### src/rtl/ic_bv_skolem_serial.sv
// rtl/ic_bv_skolem_serial.sv - serial IC evaluator and witness generator for (x AND/OR s) UGE/ULE t
// MSB-first digit compare of s against t, then one resolve cycle that registers ic/x/mode.
module ic_bv_skolem_serial #(
  parameter int W = 8,
  parameter int D = 1
) (
  input  logic         clk,
  input  logic         rst_n,
  input  logic         in_valid,
  output logic         in_ready,
  input  logic [W-1:0] in_s,
  input  logic [W-1:0] in_t,
  input  logic [1:0]   in_mode,
  input  logic         flush,
  output logic         out_valid,
  input  logic         out_ready,
  output logic         out_ic,
  output logic [W-1:0] out_x,
  output logic [1:0]   out_mode
);

  localparam int N  = W / D;
  localparam int CW = (N > 1) ? $clog2(N) : 1;

  // RESOLVE is the cycle after the last digit, giving the fixed W/D+1 latency.
  typedef enum logic [1:0] {IDLE, RUN, RESOLVE, DONE} state_t;

  state_t         state, state_nx;
  logic [CW-1:0]  cnt;
  logic [W-1:0]   s_sh, t_sh;
  logic [1:0]     mode_q;
  logic           gt, lt;
  logic           last;
  logic           res_ic;
  logic [W-1:0]   res_x;
  logic [D-1:0]   a_k, t_k;

  assign last = (cnt == CW'(N - 1));
  assign a_k  = s_sh[W-1 -: D];
  assign t_k  = t_sh[W-1 -: D];

  always_ff @(posedge clk or negedge rst_n) begin
    if (!rst_n) state <= IDLE;
    else        state <= state_nx;
  end

  always_comb begin
    state_nx = state;
    case (state)
      IDLE:    if (!flush && in_valid) state_nx = RUN;
      RUN:     if (flush) state_nx = IDLE;
               else if (last) state_nx = RESOLVE;
      RESOLVE: state_nx = flush ? IDLE : DONE;
      DONE:    if (flush || out_ready) state_nx = IDLE;
      default: state_nx = IDLE;
    endcase
  end

  always_comb begin
    in_ready  = (state == IDLE);
    out_valid = (state == DONE);
  end

  // mode bit0 selects OR, bit1 selects ULE
  always_comb begin
    res_ic = 1'b0;
    res_x  = '0;
    case (mode_q)
      2'b00: begin res_ic = gt | (!gt && !lt); res_x = '1; end
      2'b01: begin res_ic = 1'b1;              res_x = '1; end
      2'b10: begin res_ic = 1'b1;              res_x = '0; end
      2'b11: begin res_ic = lt | (!gt && !lt); res_x = '0; end
      default: ;
    endcase
  end

  always_ff @(posedge clk or negedge rst_n) begin
    if (!rst_n) begin
      cnt      <= '0;
      s_sh     <= '0;
      t_sh     <= '0;
      mode_q   <= '0;
      gt       <= 1'b0;
      lt       <= 1'b0;
      out_ic   <= 1'b0;
      out_x    <= '0;
      out_mode <= '0;
    end else begin
      if (state == IDLE && state_nx == RUN) begin
        s_sh   <= in_s;
        t_sh   <= in_t;
        mode_q <= in_mode;
        gt     <= 1'b0;
        lt     <= 1'b0;
        cnt    <= '0;
      end else if (state == RUN) begin
        s_sh <= s_sh << D;
        t_sh <= t_sh << D;
        cnt  <= cnt + 1'b1;
        // first differing digit decides the order
        if (!gt && !lt) begin
          gt <= (a_k > t_k);
          lt <= (a_k < t_k);
        end
      end else if (state == RESOLVE && !flush) begin
        out_ic   <= res_ic;
        out_x    <= res_ic ? res_x : '0;
        out_mode <= mode_q;
      end
    end
  end

endmodule

### config.mk
export PLATFORM = sky130hd
export DESIGN_NAME = ic_bv_skolem_serial
export DESIGN_NICKNAME = d
export VERILOG_FILES = /design/src/rtl/ic_bv_skolem_serial.sv
export SDC_FILE = /design/constraint.sdc
export NUM_CORES = 1
export LEC_CHECK = 0
export ABC_AREA = 1
export ABC_CLOCK_PERIOD_IN_PS = 2100
export BUFFER_PORTS_ARGS = -buffer_cell sky130_fd_sc_hd__buf_2
export CELL_PAD_IN_SITES_DETAIL_PLACEMENT = 0
export CELL_PAD_IN_SITES_GLOBAL_PLACEMENT = 1
export CORE_ASPECT_RATIO = 0.5
export CORE_UTILIZATION = 35
export DETAILED_ROUTE_END_ITERATION = 10
export PLACE_DENSITY_LB_ADDON = 0.1
export SETUP_SLACK_MARGIN = 0.4
export SYNTH_ARGS = -nofsm -noshare
export SYNTH_HDL_FRONTEND = slang
export SYNTH_SLANG_ARGS = --single-unit
### constraint.sdc
create_clock -name clk -period 2.1 [get_ports clk]
set_input_delay 0.21 -clock clk [delete_from_list [all_inputs] [get_ports clk]]
set_output_delay 0.21 -clock clk [all_outputs]
set_load 0.02 [all_outputs]
# After elaboration in Yosys (flattened, before gate mapping)
# Cells that the tools add are included.
word_totals:
  register_bits: 36
  latchBits: 0
  mem_bits_rw: 0
  romBits: 0
  inputBits: 23
  out_inout_bits: 13
  memories: 0
op_classes:
  addsub: 1
  multipliers: 0
  div_mod_pow: 0
  n_lt_le_gt_ge: 2
  eq_ne: 8
  n_shift: 0
  mux: 21
  bitwise_logic: 4
  reduce_logical: 17
ops:
  columns: ["cell", "n"]
  rows:
  - ["8-bit 2-to-1 mux", 5]
  - ["8-bit case mux with 2 select lines", 1]
  - ["2-bit 2-to-1 mux", 5]
  - ["2-bit == test (second input constant)", 4]
  - ["2-bit case mux with 4 select lines", 1]
  - ["2-bit by 1-bit == test with 1-bit output (second input constant)", 3]
  - ["1-bit 2-to-1 mux", 6]
  - ["3-bit 2-to-1 mux", 2]
  - ["2-bit OR reduction", 3]
  - ["1-bit logical AND", 4]
  - ["2-bit logical NOT", 2]
  - ["2-bit nonzero test", 2]
  - ["3-bit by 1-bit adder with 3-bit output (second input constant)", 1]
  - ["3-bit == test (second input constant)", 1]
  - ["1-bit logical NOT", 3]
  - ["1-bit case mux with 3 select lines", 1]
  - ["3-bit AND reduction", 1]
  - ["1-bit NOT", 2]
  - ["1-bit OR", 2]
  - ["2-bit AND reduction", 1]
  - ["1-bit greater-than comparator", 1]
  - ["1-bit logical OR", 1]
  - ["1-bit < comparator", 1]

# Longest topological paths before layout
# Gate-level depths: netlist of the first run.
logic_depth:
  ltp_word: 8
  ltp_mapped: 7
  depth_no_buf: 7

# Worst setup path after synthesis of the first run
# OpenSTA, ideal clock, no wires.
synth_path:
  path_type: "reg-to-reg"
  start: "reg state[1]"
  end: "reg t_sh[2]"
  setup_ps: 124
  t_arrival_ps: 1103
  required_ps: 1976
  setup_slack_ps: 873
  path_stages_with_launch: 6
  n_path_buf: 1
  period_less_slack_ps: 1227
  path_cell_list: "dfrtp_1 -> nor2_2 -> nand2_2 -> clkbuf_4 -> nand3_1 -> nand3_1"
synth_between:
  elab_cells_between_ends: 13
  classes_between: "4 x eq/ne; 6 x mux; 3 x reduce/logical"
synth_rtl:
  columns: ["element", "line_no", "text"]
  rows:
  - ["start, declared", "28", "state_t state, state_nx;"]
  - ["start signal, assigned", "44", "else state <= state_nx;"]
  - ["2-bit logical NOT *", null, null]
  - ["via in_ready", "10", "output logic in_ready,"]
  - ["2-bit case mux with 4 select lines", "49", "case (state)"]
  - ["2-bit by 1-bit == test with 1-bit output", "89", "if (state == IDLE && state_nx == RUN) begin"]
  - ["1-bit logical AND *", "89", null]
  - ["8-bit 2-to-1 mux / 2-bit nonzero test (equally long branches)", null, null]
  - ["end signal, assigned", "91", "t_sh <= in_t;"]
  - ["end signal, assigned", "98", "t_sh <= t_sh << D;"]
  - ["end, declared", "30", "logic [W-1:0] s_sh, t_sh;"]
# The timed path passes the listed nets; every way through them passes the cells marked *.
# A chain may end at the register's enable or synchronous reset.

# Worst setup path in the final report of the first run
layout_path:
  start: "reg state[1]"
  end: "out in_ready"
layout_between:
  elab_chain_cells: 1
layout_lines:
  columns: ["element", "line_no", "text"]
  rows:
  - ["2-bit logical NOT", "60", "in_ready = (state == IDLE);"]
  - ["end, declared", "10", null]
# Every way passes these cells.

==> qor.log, run 1 <==
INFO  finish         finalNetCount=230
INFO  global_routing antenna_found_initial=0
INFO  die            die_width=92.52µm
INFO  placement      dp.cells=249
INFO  die            floorplan.initialDensity=0.3673
INFO  sta            timing_hold_violations_final=0
INFO  route          via_count=1180
INFO  placement      gp_congestion=0.6898
INFO  cts            clock_insertion_delay_worst_skew=0.28ns
INFO  placement      post-dp-hpwl=1.929mm
INFO  route          wl_per_instance=11.16µm
INFO  critical_path  r2r_slack=0.81ns
INFO  route          drc_errors=0
INFO  finish         fillers=429
INFO  yosys          synth-seq-cells=29
INFO  die            floorplan.die_area=4373µm²
INFO  finish         areaGrowthSynthToFinish=16.32%
INFO  sta            tightest_slew=0.6767ns
INFO  cts            cts_inserted_buffers=5
INFO  die            rows=16
INFO  yosys          synth.avg_cell_area=8.288µm²
INFO  power          total_leakage_power=0.9194nW
INFO  sta            setup_violations=0
INFO  job            cap_viol_max_count=0
INFO  critical_path  worstSetupPathType=flip-flop to output pin
INFO  route          routed_wl=2.880mm
INFO  sta            final_setup_margin=0.8030ns
INFO  yosys          synth.distinct_cells=19
INFO  critical_path  worst_setup_endpoint=in_ready
INFO  global_routing via_count_of_the_first_global_routing_pass=996
INFO  critical_path  worst-path-max-fanout=4
INFO  critical_path  start_kind=flip-flop
INFO  yosys          mappedNetlistNets=200
INFO  cts            clock_tree.htree_level_count=2
INFO  sta            achievable-frequency=0.7710GHz
INFO  critical_path  critical_path.startpoint=state[1]
INFO  cts            cts_tree=built
INFO  finish         antenna_cells=0
INFO  yosys          synth_area=1434µm²
INFO  critical_path  timing.rr.start=state[1]
INFO  sta            final_max_slew_viol_count=0
INFO  sta            period_needed=1.297ns
INFO  cts            clk_transition_reported_paths=0.07ns
INFO  yosys          yosysWarningCount=0
INFO  cts            clock_sinks=29
INFO  cts            clock_tree.root_cell=clkbuf_8
INFO  sta            timing.max_slew.rel_slack=0.5489
INFO  cts            clk_path_buf_depth=2
INFO  global_routing grt_max_degree=30
INFO  sta            timing.clock.skew=0.008241ns
INFO  route          detailedRoute.firstIterationViolations=62
INFO  yosys          instance_count_of_the_mapped_netlist=173
INFO  sta            layout_worst_path_cycle_share=0.6176
INFO  die            die_height=47.26µm
INFO  sta            tns=0ns
INFO  power          power.ir.vdd_worst=0.3443mV
INFO  critical_path  critPathRequiredTime=1.89ns
INFO  critical_path  endpoint_kind=output pin
INFO  power          p_total=1.928mW
INFO  placement      pre_cts_setup_slack=0.8044ns
INFO  sta            grt_setup_unrepaired=no
INFO  critical_path  critPathArrivalTime=1.09ns
INFO  critical_path  worst_r2r_path_depth=4
INFO  die            io_pins=36
INFO  route          drtAntennaViolNets=0
INFO  finish         final_cells=258
INFO  die            floorplan.core_area=3904µm²
INFO  global_routing global_route.usage.total=0.1488
INFO  worst_hold_path hold_path_class=input pin to flip-flop
INFO  cts            post_cts.resized_instances=0
INFO  route          drt_first_pass_iters=4
INFO  critical_path  critical_path.reg2reg.endpoint=t_sh[3]
INFO  global_routing grt_remaining_overflow=0
INFO  run_status     outcome=finished clean
INFO  power          power.density_cell_area=1156nW/µm²
INFO  finish         drive_above_1_share=0.2500
INFO  global_routing grt_pass1_wl=4.664mm
INFO  placement      buffer_ports.inserted=35
INFO  yosys          part_of_the_yosys_area_used_for_sequential_elements=0.5061
INFO  route          vias_per_cell=4.574
==> report_power, final <==
group          total [mW]  leakage (nW)  switching (mW)  internal [mW]
clock network       0.438        0.0450           0.208          0.229
registers           0.881         0.370           0.122          0.759
logic               0.610         0.504           0.381          0.229
==> layer usage <==
layer,part of all wire,GRT usage
met5,0,0
met4,0.013,0.07500
met3,0.066,0.05016
met2,0.41,0.2267
met1,0.51,0.1948
==> layout make-up <==
cell class / instances / area (µm²) / share of cell area
multi-input combinational: 115 / 539.3 / 0.3233
clock buffer: 6 / 72.57 / 0.04351
inverter: 14 / 52.55 / 0.03151
timing repair buffer: 38 / 200.2 / 0.1200
sequential: 29 / 725.7 / 0.4351
clock inverter: 2 / 10.01 / 0.006001
tap: 54 / 67.56 / 0.04051
==> placed cells by master, fill, tap and decap left out <==
master | Yosys | final
a21oi_1 | 2 | 2
buf_2 | 3 | 35
buf_4 | 8 | 2
clkbuf_1 | 0 | 1
clkbuf_8 | 0 | 5
clkinv_2 | 0 | 2
dfrtp_1 | 29 | 29
dlygate4sd3_1 | 0 | 1
ha_1 | 4 | 4
inv_1 | 11 | 11
inv_2 | 3 | 3
nand2_1 | 56 | 56
nand2_2 | 2 | 2
nand3_1 | 36 | 36
nand4_1 | 1 | 1
nor2_1 | 8 | 8
nor2_2 | 1 | 1
nor2_4 | 1 | 1
o211ai_1 | 1 | 1
o21ai_0 | 1 | 1
o21ai_1 | 2 | 2
==> metrics by stage <==
stage               utilization  hold WS, ns  area, µm²
floorplan                     -     -0.08559       1434
global placement         0.4035       0.2869       1575
detailed placement       0.4035       0.2877       1575
CTS                      0.4272       0.1251       1668
global route             0.4272       0.1440       1668
finish                   0.4272       0.1330       1668
==> cells by family after synthesis <==
| group | after synthesis | share of synthesized area |
|---|---|---|
| compound gates | 6 | 0.02269 |
| fa+ha+maj | 4 | 0.03491 |
| buf+inv | 29 | 0.1178 |
| flops | 29 | 0.5061 |
| simple gates | 105 | 0.3185 |
==> what timing repair did <==
action	CTS	global route
setup endpoints to repair	0	0
endpoints found under the hold margin	29	0
buffers inserted	0	0
hold buffers	1	0
==> worst min-delay path by stage <==
stage                  from  slack (ns)           to  depth (start not counted)
floorplan             rst_n       -0.09       cnt[0]                          0
global placement      rst_n        0.29  out_mode[1]                          1
detailed placement    rst_n        0.29     out_x[6]                          1
CTS                 in_s[0]        0.13      s_sh[0]                          3
global route        in_s[0]        0.14      s_sh[0]                          3
finish              in_s[0]        0.13      s_sh[0]                          3
==> sequential cells by signal (all words and copies together), names as in the netlist <==
signal / count
state: 2
t_sh: 8
cnt: 3
out_ic: 1
gt: 1
s_sh: 8
mode_q: 2
out_x: 1
out_mode: 2
lt: 1
==> synthesized netlist by cell type <==
| cell type | count | share of area |
|---|---|---|
| nand4_1 | 1 | 0.0044 |
| inv_1 | 11 | 0.029 |
| nand3_1 | 36 | 0.13 |
| o211ai_1 | 1 | 0.0052 |
| nor2_2 | 1 | 0.0044 |
| ha_1 | 4 | 0.035 |
| buf_6 | 3 | 0.024 |
| dfrtp_1 | 29 | 0.51 |
| nand2_1 | 56 | 0.15 |
| o21ai_0 | 1 | 0.0035 |
| clkbuf_4 | 1 | 0.0052 |
| buf_4 | 8 | 0.042 |
| nand2_2 | 2 | 0.0087 |
| nor2_1 | 8 | 0.021 |
| buf_2 | 3 | 0.010 |
| nor2_4 | 1 | 0.0079 |
| a21oi_1 | 2 | 0.0070 |
| o21ai_1 | 2 | 0.0070 |
| inv_2 | 3 | 0.0079 |
==> worst max-delay path, cell delays in order, from the launching register on <==
cell	delay [ns]
dfrtp_1	0.45
nor2_2	0.18
buf_2	0.18
Power figures use the tool's default switching activity.
==> run 2: changes to the inputs <==
--- a/config.mk
+++ b/config.mk
@@ -6,12 +6,12 @@
 export NUM_CORES = 1
 export LEC_CHECK = 0
 export ABC_AREA = 1
-export ABC_CLOCK_PERIOD_IN_PS = 2100
+export ABC_CLOCK_PERIOD_IN_PS = 1120
 export BUFFER_PORTS_ARGS = -buffer_cell sky130_fd_sc_hd__buf_2
 export CELL_PAD_IN_SITES_DETAIL_PLACEMENT = 0
 export CELL_PAD_IN_SITES_GLOBAL_PLACEMENT = 1
 export CORE_ASPECT_RATIO = 0.5
-export CORE_UTILIZATION = 35
+export CORE_UTILIZATION = 34
 export DETAILED_ROUTE_END_ITERATION = 10
 export PLACE_DENSITY_LB_ADDON = 0.1
 export SETUP_SLACK_MARGIN = 0.4
==> constraint.sdc (replaced) <==
create_clock -name clk -period 1.12 [get_ports clk]
set_input_delay 0.112 -clock clk [delete_from_list [all_inputs] [get_ports clk]]
set_output_delay 0.112 -clock clk [all_outputs]
set_load 0.02 [all_outputs]
==> qor.log, run 2 (same netlist as run 1, synthesis figures left out) <==
INFO  finish         final_cells=280 [was 258]
INFO  die            floorplan.core_area=3964µm² [was 3904 µm²]
INFO  global_routing grt_max_degree=21 [was 30]
INFO  placement      gp_congestion=0.6796 [was 0.6898]
INFO  finish         multi_input_comb_area=655.6µm² [was 539.3 µm²]
INFO  run_status     outcome=finished with violations [was finished clean]
INFO  route          routed_wl=3.194mm [was 2.880 mm]
INFO  die            die_width=93.84µm [was 92.52 µm]
INFO  sta            tns=-0.06536ns [was 0 ns]
INFO  finish         largest_registers=s_sh (8), t_sh (8), cnt (3) [unchanged]
INFO  route          maxUsedRoutingLayer=met4 [unchanged]
INFO  critical_path  path_cells=nor2_4 -> nand2_4 -> inv_8 -> clkbuf_16 -> nand2_1 -> nand3_1 [was nor2_2 -> buf_2]
INFO  finish         final_area=2140µm² [was 1668 µm²]
INFO  finish         fillers=384 [was 429]
INFO  power          seq_power_share=0.384 [was 0.457]
INFO  finish         antenna_cells=0 [unchanged]
INFO  route          route.met2.wl=1.436mm [was 1.167 mm]
INFO  run_status     failed_checks=hold timing, setup timing
INFO  global_routing via_count_of_the_first_global_routing_pass=1057 [was 996]
INFO  power          total_leakage_power=1.102nW [was 0.9194 nW]
INFO  sta            period_needed=1.140ns
INFO  sta            tightest_slew=0.4638ns [was 0.6767 ns]
INFO  placement      dp.cells=258 [was 249]
INFO  finish         layout.core_utilization=0.5398 [was 0.4272]
INFO  sta            layout_worst_path_cycle_share=1.018
INFO  cts            clock_sinks=29 [unchanged]
INFO  route          drt_first_pass_iters=4 [unchanged]
INFO  power          p_sw=1.522mW [was 711.0 µW]
INFO  critical_path  endpoint_kind=flip-flop [was output pin]
INFO  power          clock_power_share=0.188 [was 0.227]
INFO  route          wirelength_met1=1.593mm [was 1.482 mm]
INFO  die            die_height=47.92µm [was 47.26 µm]
INFO  route          via_count=1260 [was 1180]
INFO  sta            timing_hold_violations_final=17 [was 0]
INFO  sta            hold-worst-slack=-0.2102ns [was 0.1330 ns]
INFO  route          vias_per_cell=4.500 [was 4.574]
INFO  finish         finalNetCount=252 [was 230]
INFO  job            cap_viol_max_count=0 [unchanged]
INFO  critical_path  worst-path-max-fanout=5 [was 4]
INFO  cts            clk_path_buf_depth=2 [unchanged]
INFO  sta            setup_violations=7 [was 0]
INFO  sta            timing.clock.skew=0.003829ns [was 0.008241 ns]
INFO  route          wl_per_instance=11.41µm [was 11.16 µm]
INFO  global_routing grt_pass1_wl=4.761mm [was 4.664 mm]
INFO  power          power.share.combinational=0.429 [was 0.316]
INFO  power          power.density_cell_area=2044nW/µm² [was 1156 nW/µm²]
INFO  cts            clk_transition_reported_paths=0.06ns [was 0.07 ns]
INFO  finish         drive_above_1_share=0.4558 [was 0.2500]
INFO  sta            final_setup_margin=-0.01993ns [was 0.8030 ns]
INFO  power          switching_share=0.3478 [was 0.3687]
INFO  power          power.ir.vdd_worst=0.8019mV [was 0.3443 mV]
INFO  die            io_pins=36 [unchanged]
INFO  sta            grt_setup_unrepaired=yes [was no]
INFO  sta            final_max_slew_viol_count=0 [unchanged]
INFO  route          drc_errors=0 [unchanged]
INFO  placement      pre_cts_setup_slack=-0.09051ns [was 0.8044 ns]
INFO  finish         layout.cells.most_common=nand2_1 [unchanged]
INFO  critical_path  critPathArrivalTime=1.35ns [was 1.09 ns]
INFO  route          routed-wl-met3=156µm [was 191 µm]
INFO  global_routing global_route.usage.total=0.1467 [was 0.1488]
INFO  die            rows=16 [unchanged]
INFO  critical_path  worst_r2r_path_depth=6 [was 4]
INFO  cts            clock_insertion_delay_worst_skew=0.27ns [was 0.28 ns]
INFO  sta            achievable-frequency=0.8772GHz
INFO  finish         areaGrowthSynthToFinish=49.21% [was 16.32%]
INFO  critical_path  critPathRequiredTime=1.33ns [was 1.89 ns]
INFO  route          drtAntennaViolNets=0 [unchanged]
INFO  route          detailedRoute.firstIterationViolations=34 [was 62]
INFO  finish         layout_common_cells=nand2_1, nand3_1, dfrtp_1 [was nand2_1, nand3_1, buf_2]
INFO  placement      postPlaceCellArea=1748µm² [was 1575 µm²]
INFO  global_routing antenna_found_initial=0 [unchanged]
INFO  cts            clock_tree.htree_level_count=2 [unchanged]
INFO  critical_path  crit_slowest_cell=dfrtp_2 [was dfrtp_1]
INFO  placement      post-dp-hpwl=2.088mm [was 1.929 mm]
INFO  cts            cts_inserted_buffers=5 [unchanged]
INFO  critical_path  cp_slowest_stage_delay=0.44ns [was 0.45 ns]
INFO  die            floorplan.initialDensity=0.3617 [was 0.3673]
INFO  worst_hold_path hold_path_class=input pin to asynchronous set/reset pin [was input pin to flip-flop]
INFO  cts            cts_tree=built [unchanged]
INFO  finish         ff_latch_area=729.5µm² [was 725.7 µm²]
INFO  power          cell_internal_pwr=2.853mW [was 1.217 mW]
INFO  critical_path  worstSetupPathType=flip-flop to flip-flop [was flip-flop to output pin]
INFO  die            floorplan.die_area=4497µm² [was 4373 µm²]
INFO  sta            timing.max_slew.rel_slack=0.6908 [was 0.5489]
INFO  cts            clock_tree.root_cell=clkbuf_8 [unchanged]
INFO  placement      buffer_ports.inserted=35 [unchanged]
INFO  critical_path  start_kind=flip-flop [unchanged]
INFO  power          p_total=4.374mW [was 1.928 mW]
INFO  global_routing grt_remaining_overflow=0 [unchanged]
-- run 2: cell count changes in the layout (fill, tap and decap cells not counted), sizes merged --
| cell | previous run | this run |
|---|---|---|
| buf | 37 | 58 |
| clkbuf | 6 | 10 |
| clkinv | 2 | 0 |
| dlygate4sd3 | 1 | 0 |
-- run 2: area by class of cell --
class	count	area share
sequential	29	0.3409
multi-input combinational	115	0.3064
timing repair buffer	60	0.2544
clock buffer	8	0.03743
tap	54	0.03158
inverter	14	0.02924
-- run 2: power by group through the flow --
| stage | logic [mW] | registers, mW | clock network [mW] |
|---|---|---|---|
| after CTS | 1.78 | 1.67 | 0.855 |
| after global placement | 1.30 | 1.68 | 0 |
| final | 1.87 | 1.68 | 0.822 |
| after floorplan | 1.08 | 1.74 | 0 |
| after global routing | 2.07 | 1.73 | 0.895 |
| after detailed placement | 1.32 | 1.69 | 0 |
-- run 2: critical path, delay by kind of cell (launching register included) --
| family | cells | cell delay [ns] |
|---|---|---|
| buf+inv | 2 | 0.25 |
| simple gates | 4 | 0.37 |
| flops | 1 | 0.44 |
-- run 2: metal layers --
metal	vias to the layer above	track usage
li1	651	-
met1	576	0.1848
met2	31	0.2438
met3	2	0.05238
met4	0	0.04615
met5	-	0
-- run 2: what timing repair did --
item | 4_1_cts | 5_1_grt
hold endpoints to repair | 17 | 17
buffers inserted | 10 | 2
pin swaps | 6 | 4
resized for setup | 34 | 20
cloned | 0 | 2
endpoints found under the setup margin | 42 | 42
-- run 2: final timing paths --
| path | to | slack [ns] | startpoint |
|---|---|---|---|
| setup / recovery | t_sh[3] | -0.02 | state[0] |
| hold / removal | out_mode[1] | -0.21 | rst_n |
| setup reg to reg | t_sh[3] | -0.02 | state[0] |
| hold reg to reg | cnt[0] | 0.49 | cnt[0] |
| max in group asynchronous | mode_q[1] | 0.90 | rst_n |
| min in group clk | s_sh[0] | 0.03 | in_s[0] |
==> run 3: changes to the inputs <==
--- a/config.mk
+++ b/config.mk
@@ -5,13 +5,13 @@
 export SDC_FILE = /design/constraint.sdc
 export NUM_CORES = 1
 export LEC_CHECK = 0
-export ABC_AREA = 1
+export ABC_AREA = 0
 export ABC_CLOCK_PERIOD_IN_PS = 1120
 export BUFFER_PORTS_ARGS = -buffer_cell sky130_fd_sc_hd__buf_2
 export CELL_PAD_IN_SITES_DETAIL_PLACEMENT = 0
 export CELL_PAD_IN_SITES_GLOBAL_PLACEMENT = 1
 export CORE_ASPECT_RATIO = 0.5
-export CORE_UTILIZATION = 34
+export CORE_UTILIZATION = 35
 export DETAILED_ROUTE_END_ITERATION = 10
 export PLACE_DENSITY_LB_ADDON = 0.1
 export SETUP_SLACK_MARGIN = 0.4
==> qor.log, run 3 <==
INFO  job            cap_viol_max_count=0 [unchanged]
INFO  yosys          instance_count_of_the_mapped_netlist=122 [was 173]
INFO  yosys          synth_largest_area_cell=dfrtp_1 [unchanged]
INFO  finish         ff_latch_area=729.5µm² [unchanged]
INFO  die            floorplan.die_area=4265µm² [was 4497 µm²]
INFO  finish         final_area=2051µm² [was 2140 µm²]
INFO  critical_path  critPathRequiredTime=1.28ns [was 1.33 ns]
INFO  yosys          synthTopCellsByArea=dfrtp_1, a22o_1, a21o_1 [was dfrtp_1, nand2_1, nand3_1]
INFO  placement      buffer_ports.inserted=35 [unchanged]
INFO  die            die_width=91.37µm [was 93.84 µm]
INFO  cts            clock_tree.htree_level_count=2 [unchanged]
INFO  route          drtAntennaViolNets=0 [unchanged]
INFO  critical_path  start_kind=flip-flop [unchanged]
INFO  power          total_leakage_power=1.062nW [was 1.102 nW]
INFO  critical_path  worst-path-max-fanout=11 [was 5]
INFO  sta            timing_hold_violations_final=14 [was 17]
INFO  sta            period_needed=1.346ns [was 1.140 ns]
INFO  critical_path  worstSetupPathType=flip-flop to flip-flop [unchanged]
INFO  sta            layout_worst_path_cycle_share=1.202 [was 1.018]
INFO  yosys          async_flop_share=1.000 [unchanged]
INFO  cts            clock_sinks=29 [unchanged]
INFO  route          via_count=1084 [was 1260]
INFO  route          drc_errors=0 [unchanged]
INFO  die            rows=15 [was 16]
INFO  yosys          yosys.cell_count.top_type=dfrtp_1 [was nand2_1]
INFO  cts            cts_tree=built [unchanged]
INFO  critical_path  critPathArrivalTime=1.51ns [was 1.35 ns]
INFO  yosys          synth-seq-cells=29 [unchanged]
INFO  yosys          post_synth_edffs=0 [unchanged]
INFO  sta            setup_violations=31 [was 7]
INFO  finish         layout_common_cells=dfrtp_1, buf_2, buf_6 [was nand2_1, nand3_1, dfrtp_1]
INFO  run_status     failed_checks=hold timing, setup timing [unchanged]
INFO  yosys          synth_flop_cell=dfrtp_1 [unchanged]
INFO  cts            clock_insertion_delay_worst_skew=0.28ns [was 0.27 ns]
INFO  finish         fillers=333 [was 384]
INFO  placement      gp_congestion=0.7002 [was 0.6796]
INFO  sta            grt_setup_unrepaired=yes [unchanged]
INFO  cts            clock_tree.root_cell=clkbuf_8 [unchanged]
INFO  route          drt_first_pass_iters=4 [unchanged]
INFO  yosys          synth.distinct_cells=26 [was 19]
INFO  finish         layout.cells.most_common=dfrtp_1 [was nand2_1]
INFO  sta            hold-worst-slack=-0.2562ns [was -0.2102 ns]
INFO  sta            final_setup_margin=-0.2259ns [was -0.01993 ns]
INFO  placement      post-dp-hpwl=2.011mm [was 2.088 mm]
INFO  critical_path  endpoint_kind=flip-flop [unchanged]
INFO  placement      pre_cts_setup_slack=-0.2878ns [was -0.09051 ns]
INFO  sta            final_max_slew_viol_count=0 [unchanged]
INFO  global_routing grt_max_degree=21 [unchanged]
INFO  power          p_total=4.095mW [was 4.374 mW]
INFO  yosys          synth.avg_cell_area=11.46µm² [was 8.288 µm²]
INFO  cts            clk_path_buf_depth=2 [unchanged]
INFO  sta            tightest_slew=0.3755ns [was 0.4638 ns]
INFO  finish         multi_input_comb_area=634.4µm² [was 655.6 µm²]
INFO  die            die_height=46.69µm [was 47.92 µm]
INFO  placement      postPlaceCellArea=1720µm² [was 1748 µm²]
INFO  global_routing grt_pass1_wl=4.836mm [was 4.761 mm]
INFO  yosys          synth.cells.most_frequent=dfrtp_1, a21o_1, a22o_1 [was nand2_1, nand3_1, dfrtp_1]
INFO  route          wl_per_instance=12.84µm [was 11.41 µm]
INFO  sta            achievable-frequency=0.7430GHz [was 0.8772 GHz]
INFO  finish         finalNetCount=205 [was 252]
INFO  power          power.density_cell_area=1997nW/µm² [was 2044 nW/µm²]
INFO  route          vias_per_cell=4.713 [was 4.500]
INFO  power          power.ir.vdd_worst=0.7806mV [was 0.8019 mV]
INFO  cts            cts_inserted_buffers=5 [unchanged]
INFO  die            floorplan.core_area=3622µm² [was 3964 µm²]
INFO  yosys          mappedNetlistNets=149 [was 200]
INFO  global_routing antenna_found_initial=0 [unchanged]
INFO  yosys          part_of_the_yosys_area_used_for_sequential_elements=0.5192 [was 0.5061]
INFO  die            io_pins=36 [unchanged]
INFO  route          detailedRoute.firstIterationViolations=30 [was 34]
INFO  global_routing via_count_of_the_first_global_routing_pass=1068 [was 1057]
INFO  placement      dp.cells=214 [was 258]
INFO  global_routing global_route.usage.total=0.1558 [was 0.1467]
INFO  finish         antenna_cells=0 [unchanged]
INFO  global_routing grt_remaining_overflow=0 [unchanged]
INFO  run_status     outcome=finished with violations [unchanged]
INFO  yosys          synth_largest_type_area_fraction=0.5192 [was 0.5061]
INFO  finish         drive_above_1_share=0.5251 [was 0.4558]
INFO  worst_hold_path hold_path_class=input pin to asynchronous set/reset pin [unchanged]
INFO  cts            clk_transition_reported_paths=0.06ns [about the same]
INFO  route          routed_wl=2.953mm [was 3.194 mm]
INFO  yosys          synth_area=1398µm² [was 1434 µm²]
INFO  sta            timing.max_slew.rel_slack=0.7496 [was 0.6908]
INFO  finish         final_cells=230 [was 280]
INFO  finish         areaGrowthSynthToFinish=46.73% [was 49.21%]
INFO  finish         largest_registers=s_sh (8), t_sh (8), cnt (3) [unchanged]
INFO  die            floorplan.initialDensity=0.3858 [was 0.3617]
INFO  sta            timing.clock.skew=0.008118ns [was 0.003829 ns]
INFO  yosys          yosysWarningCount=0 [unchanged]
## run 3: final timing paths
check	start	to	slack [ns]	cells past startpoint
worst max-delay path	state[1]	t_sh[3]	-0.23	5
worst min-delay path	rst_n	s_sh[0]	-0.26	1
worst max register to register	state[1]	t_sh[3]	-0.23	5
worst min register to register	s_sh[1]	s_sh[1]	0.48	1
max in group asynchronous	rst_n	s_sh[6]	0.91	2
min in group clk	in_mode[0]	mode_q[0]	0.05	3
## run 3: kinds of logic (layout without fill, tap and decap cells)
family,after synthesis,count (layout),share of synthesized area
adders and majority gates,4,4,0.03581
muxes,5,5,0.04028
AOI/OAI and AO/OA,41,41,0.2166
buffers and inverters,16,73,0.08594
and+or+nand+nor,27,27,0.1021
DFF,29,29,0.5193
## run 3: repair_timing
item,CTS,global route
endpoints found under the hold margin,14,14
pin swaps,4,3
buffers inserted,8,0
resized for setup,48,10
setup endpoints to repair,42,42
## run 3: critical path: stages (launching register included)
cell and delay, ns:
dfrtp_2 0.43, nor4b_4 0.27, buf_4 0.19, nor2_4 0.05, buf_12 0.14, a21o_1 0.15
## run 3: report_power, final
part	total [mW]	leakage [nW]	switching [mW]	internal [mW]
logic	1.64	0.653	0.691	0.954
registers	1.57	0.364	0.219	1.35
clock network	0.880	0.0455	0.380	0.500
total	4.10	1.06	1.29	2.81
## run 3: layout make-up
type | count | share of cell area
Tap cell | 51 | 0.03112
Inverter | 2 | 0.003661
Sequential cell | 29 | 0.3557
Clock buffer | 8 | 0.04393
Timing Repair Buffer | 63 | 0.2563
Multi-Input combinational cell | 77 | 0.3093
## run 3: per-layer routing
layer | global-route usage | up-vias | wire [µm]
met5 | 0 | - | 0
met4 | 0.06667 | 0 | 34
met3 | 0.05611 | 5 | 154
met2 | 0.2576 | 30 | 1307
met1 | 0.1905 | 514 | 1456
li1 | - | 535 | -
## run 3: metrics by stage
stage               hold WS (ns)  utilization  TNS (ns)
finish                   -0.2562       0.5661    -4.980
global route             -0.2426       0.5661    -6.388
CTS                      -0.2485       0.5554    -4.958
detailed placement       0.05652       0.4750    -6.483
global placement         0.05200       0.4750    -5.450
floorplan                -0.1836            -    -7.548
